<file path="src/rtl/xnor_gate.sv">
// rtl/xnor_gate.sv - bitwise XNOR with registered result, equality statistics and match counter
module xnor_gate #(
   parameter int WIDTH = 1,
   parameter int CNT_W = 16
) (
   input  logic                       clk,
   input  logic                       rst_n,
   input  logic [WIDTH-1:0]           I1,
   input  logic [WIDTH-1:0]           I2,
   input  logic                       in_valid,
   input  logic                       clr,
   output logic [WIDTH-1:0]           O,
   output logic [WIDTH-1:0]           O_q,
   output logic                       out_valid,
   output logic                       all_eq,
   output logic [$clog2(WIDTH+1)-1:0] ones_cnt,
   output logic [CNT_W-1:0]           match_cnt
);

   localparam int OC_W = $clog2(WIDTH+1);

   // bit-equality vector of the live operands and its statistics
   logic [WIDTH-1:0] eq_vec;
   logic             eq_all;
   logic [OC_W-1:0]  eq_ones;

   // next-state values for the registered path
   logic [WIDTH-1:0] xnor_d,  xnor_q;
   logic             valid_d, valid_q;
   logic             alleq_d, alleq_q;
   logic [OC_W-1:0]  ones_d,  ones_q;
   logic [CNT_W-1:0] match_d, match_q;

   // live XNOR; also drives O so the gate output ignores reset and valid
   assign eq_vec = ~(I1 ^ I2);
   assign eq_all = &eq_vec;
   assign O      = eq_vec;

   // population count of matching bit positions, sized to hold WIDTH
   always_comb begin
      eq_ones = '0;
      for (int i = 0; i < WIDTH; i++) begin
         eq_ones = eq_ones + OC_W'(eq_vec[i]);
      end
   end

   // capture the sample statistics only when the inputs are qualified
   always_comb begin
      xnor_d  = xnor_q;
      alleq_d = alleq_q;
      ones_d  = ones_q;
      valid_d = in_valid;
      if (in_valid) begin
         xnor_d  = eq_vec;
         alleq_d = eq_all;
         ones_d  = eq_ones;
      end
   end

   // match counter: clear wins over a matching sample, increment saturates
   always_comb begin
      match_d = match_q;
      if (clr) begin
         match_d = '0;
      end else if (in_valid && eq_all && (match_q != {CNT_W{1'b1}})) begin
         match_d = match_q + CNT_W'(1);
      end
   end

   // state registers; reset clears everything, discarding an in-flight sample
   always_ff @(posedge clk or negedge rst_n) begin
      if (!rst_n) begin
         xnor_q  <= '0;
         valid_q <= 1'b0;
         alleq_q <= 1'b0;
         ones_q  <= '0;
         match_q <= '0;
      end else begin
         xnor_q  <= xnor_d;
         valid_q <= valid_d;
         alleq_q <= alleq_d;
         ones_q  <= ones_d;
         match_q <= match_d;
      end
   end

   assign O_q       = xnor_q;
   assign out_valid = valid_q;
   assign all_eq    = alleq_q;
   assign ones_cnt  = ones_q;
   assign match_cnt = match_q;

endmodule

</file>
<file path="config.mk">
export PLATFORM = sky130hd
export DESIGN_NAME = xnor_gate
export DESIGN_NICKNAME = d
export VERILOG_FILES = /design/src/rtl/xnor_gate.sv
export SDC_FILE = /design/constraint.sdc
export NUM_CORES = 1
export LEC_CHECK = 0
export CAP_MARGIN = 10
export CORE_UTILIZATION = 50
export CTS_BUF_LIST = sky130_fd_sc_hd__clkbuf_8 sky130_fd_sc_hd__clkbuf_16
export CTS_CLUSTER_DIAMETER = 120
export CTS_CLUSTER_SIZE = 16
export DETAILED_ROUTE_END_ITERATION = 6
export HOLD_SLACK_MARGIN = 0.05
export MAX_ROUTING_LAYER = met4
export PLACE_DENSITY = 0.82
export SETUP_SLACK_MARGIN = 0.02
export SLEW_MARGIN = 20
export SYNTH_ARGS = -nofsm -noshare
export SYNTH_HDL_FRONTEND = slang
export SYNTH_SLANG_ARGS = --single-unit
</file>
<file path="constraint.sdc">
create_clock -name clk -period 4.42 [get_ports clk]
set_clock_uncertainty 0.1 [all_clocks]
set_input_delay 0.663 -clock clk [delete_from_list [all_inputs] [get_ports clk]]
set_output_delay 0.663 -clock clk [all_outputs]
set_load 0.005 [all_outputs]
</file>
==> flow_metrics.tcl <==
set metrics [dict create \
    setup.worst_path.class "primary input to output pin" \
    p_sw_uw 68.5 \
    cts_root_buf "clkbuf_8" \
    hold_path.class "flop to flop" \
    avgViaCountPerCell 5.84 \
    place_area_um2 1270 \
    syn_avg_cell_area_um2 9.46 \
    dr_total_vias 900 \
    stdcell_area_um2 1310 \
    yosys.area.top_type "dfrtp_1" \
    grt_first_pass_wirelength_um 3410 \
    ir_drop_mv 0.200 \
    clk_pin_slew_ns 0.06 \
    holdWs_ns 0.464 \
    start_util_pct 55.1 \
    arrival_ns 1.95 \
    status "completed" \
    dr.pass1.iters 4 \
    cts_setup_buffers 0 \
    rsz0062_at_grt "no" \
    cts_tree "yes" \
    power_density_nw_per_um2 239 \
    synth-seq-area-share_pct 45.3 \
    final_max_slew_viol_count 0 \
    min_from "all_eq$_DFFE_PN0P_" \
    grt_max_degree 20 \
    drc 0 \
    drt_wl_total_um 2250 \
    cp_max_fo 5 \
    ant_nets 0 \
    ctsHoldBuffers 0 \
    core_um2 1800 \
    ios 27 \
    crit_required_ns 3.66 \
    internal-power_uw 245 \
    p_seq_share_pct 54.1 \
    wl_per_cell_um 14.6 \
    r2r_start "match_cnt[0]$_DFFE_PN0P_" \
    grt_use_total_pct 23.5 \
    synth_seq_cells 18 \
    slew_headroom_pct 45.4 \
    ys_top_cells_by_area "dfrtp_1 (45%), or4_1 (6.8%), a21oi_1 (6.0%)" \
    numClockSinks 18 \
    die_area_um2 2170 \
    power_frac_clock_pct 35.7 \
    ff2ff_path_depth 6 \
    hold_path_end "all_eq$_DFFE_PN0P_" \
    drtIter0Drc 29 \
    fp.dieW_um 46.6 \
    syn_nets 112 \
    setup_viol 0 \
    syn_area_um2 993 \
    finish.utilization_pct 72.7 \
    period_needed_ns 2.71 \
    p_comb_share_pct 10.2 \
    ys_types 28 \
    grt_pass1_vias 755 \
    worst_pin_slew_ns 0.817 \
    worstSkewPairLatency_ns 0.25 \
    cp-end-kind "output pin" \
    netlist_instances 105 \
    area_growth_pct 31.9 \
    place_hpwl_um 1530 \
    setup-tns-final_ns 0 \
    num_antenna_cells 0 \
    r2r-end "match_cnt[11]$_DFFE_PN0P_" \
    rows 15 \
    numPortBuffers 26 \
    dieHeight_um 46.6 \
    hold_viol 0 \
    min_path_cells 2 \
    fmax_mhz 368 \
    power.leakage_uw 0.000502 \
    yosysTopAreaCellShare_pct 45.3 \
    cts-htree-levels 1 \
    cts_max_path_buffers 2 \
    numCtsBuffers 3 \
    gr-total-overflow 0 \
    fin_crit_sh_pct 61.4 \
    netSwitchingFraction_pct 21.8 \
    ctsResizeCount 0 \
    rrSetupSlack_ns 2.18 \
    layout-drive-gt1-share_pct 9.30 \
    place.gp.congestion 0.787 \
    nets 138 \
    fillers 145 \
    finalPower_uw 314 \
    max_cap_viol_count 0 \
    cp-start-kind "primary input" \
    antenna_found_initial 0 \
    yosys_warnings 0 \
]
synth_stat cells:
| cell type | number |
|---|---|
| a21oi_1 | 12 |
| or3b_2 | 1 |
| o21ai_0 | 6 |
| and2_1 | 1 |
| nand2b_1 | 1 |
| and3_1 | 2 |
| nor4_1 | 3 |
| nor3b_1 | 1 |
| xnor2_2 | 1 |
| nand4_2 | 2 |
| inv_1 | 4 |
| nor2_1 | 4 |
| or3_1 | 3 |
| nor2b_1 | 3 |
| ha_1 | 1 |
| o31ai_1 | 7 |
| nor3_1 | 2 |
| mux2_2 | 3 |
| dfrtp_1 | 18 |
| nand3_1 | 3 |
| buf_1 | 1 |
| clkbuf_1 | 3 |
| buf_4 | 2 |
| nand4_1 | 3 |
| or4_1 | 9 |
| nor4b_1 | 1 |
| o41ai_1 | 1 |
| nand2_1 | 7 |
cells by family after synthesis:
group	count (synthesis)	synth area share, %
AOI/OAI and AO/OA	26	15.2
muxes	3	3.40
and+or+nand+nor	46	28.6
DFF	18	45.3
adders and majority gates	1	1.26
buffers and inverters	10	4.53
xor gates and xnor gates	1	1.64
layout by cell type (no fill, tap or decap), drive strengths merged, types with 2 or more instances in the layout:
cell type,netlist,final
clkdlybuf4s50,0,26
dfrtp,18,18
a21oi,12,12
or4,9,9
nand2,7,7
o31ai,7,7
o21ai,6,6
nand4,5,5
nor2,4,4
inv,4,4
nand3,3,3
or3,3,3
nor2b,3,3
mux2,3,3
clkbuf,3,3
nor4,3,3
and3,2,2
nor3,2,2
power by group through the flow:
stage               sequential (µW)  clock (µW)  combinational, µW
detailed placement              173           0               32.3
global placement                173           0               31.6
CTS                             170         115               32.5
floorplan                       173           0               13.0
finish                          170         112               32.0
global route                    170         122               35.3
area by class of cell:
type	instances	area, µm²	share of cell area (%)
Multi-Input combinational cell	77	504	38.5
Sequential cell	18	450	34.4
Timing Repair Buffer	27	268	20.4
Clock buffer	3	41.3	3.15
Tap cell	25	31.3	2.39
Inverter	4	15.0	1.15
metal layers:
| layer | up-vias | share of wire [%] | global-route usage, % |
|---|---|---|---|
| met1 | 433 | 48 | 30.6 |
| met2 | 14 | 49 | 33.3 |
| met3 | 2 | 3.1 | 8.24 |
| met5 | - | 0 | - |
| li1 | 451 | - | - |
| met4 | 0 | 0.45 | 8.24 |
worst max-delay path, stage by stage:
cell and delay (ns):
clkdlybuf4s50_1 0.44, xnor2_2 0.28, clkdlybuf4s50_1 0.57
flip-flops by register name, summed over array words and instances (netlist names):
name and flops:
match_cnt 16, all_eq 1, out_valid 1
metrics by stage:
| stage | setup slack, ns | std cells |
|---|---|---|
| after floorplan | 2.33 | 105 |
| after global placement | 1.74 | 151 |
| after detailed placement | 1.70 | 151 |
| after CTS | 1.70 | 154 |
| after global routing | 1.68 | 154 |
| final | 1.71 | 154 |
how the worst max path moves through the flow:
| stage | start | end | slack [ns] | cells after the start |
|---|---|---|---|---|
| after floorplan | I2 | match_cnt[10]$_DFFE_PN0P_ | 2.33 | 4 |
| after global placement | I2 | O | 1.74 | 3 |
| after detailed placement | I2 | O | 1.70 | 3 |
| after CTS | I2 | O | 1.70 | 3 |
| after global routing | I2 | O | 1.68 | 3 |
| final | I2 | O | 1.71 | 3 |
Power figures use the tool's default switching activity.
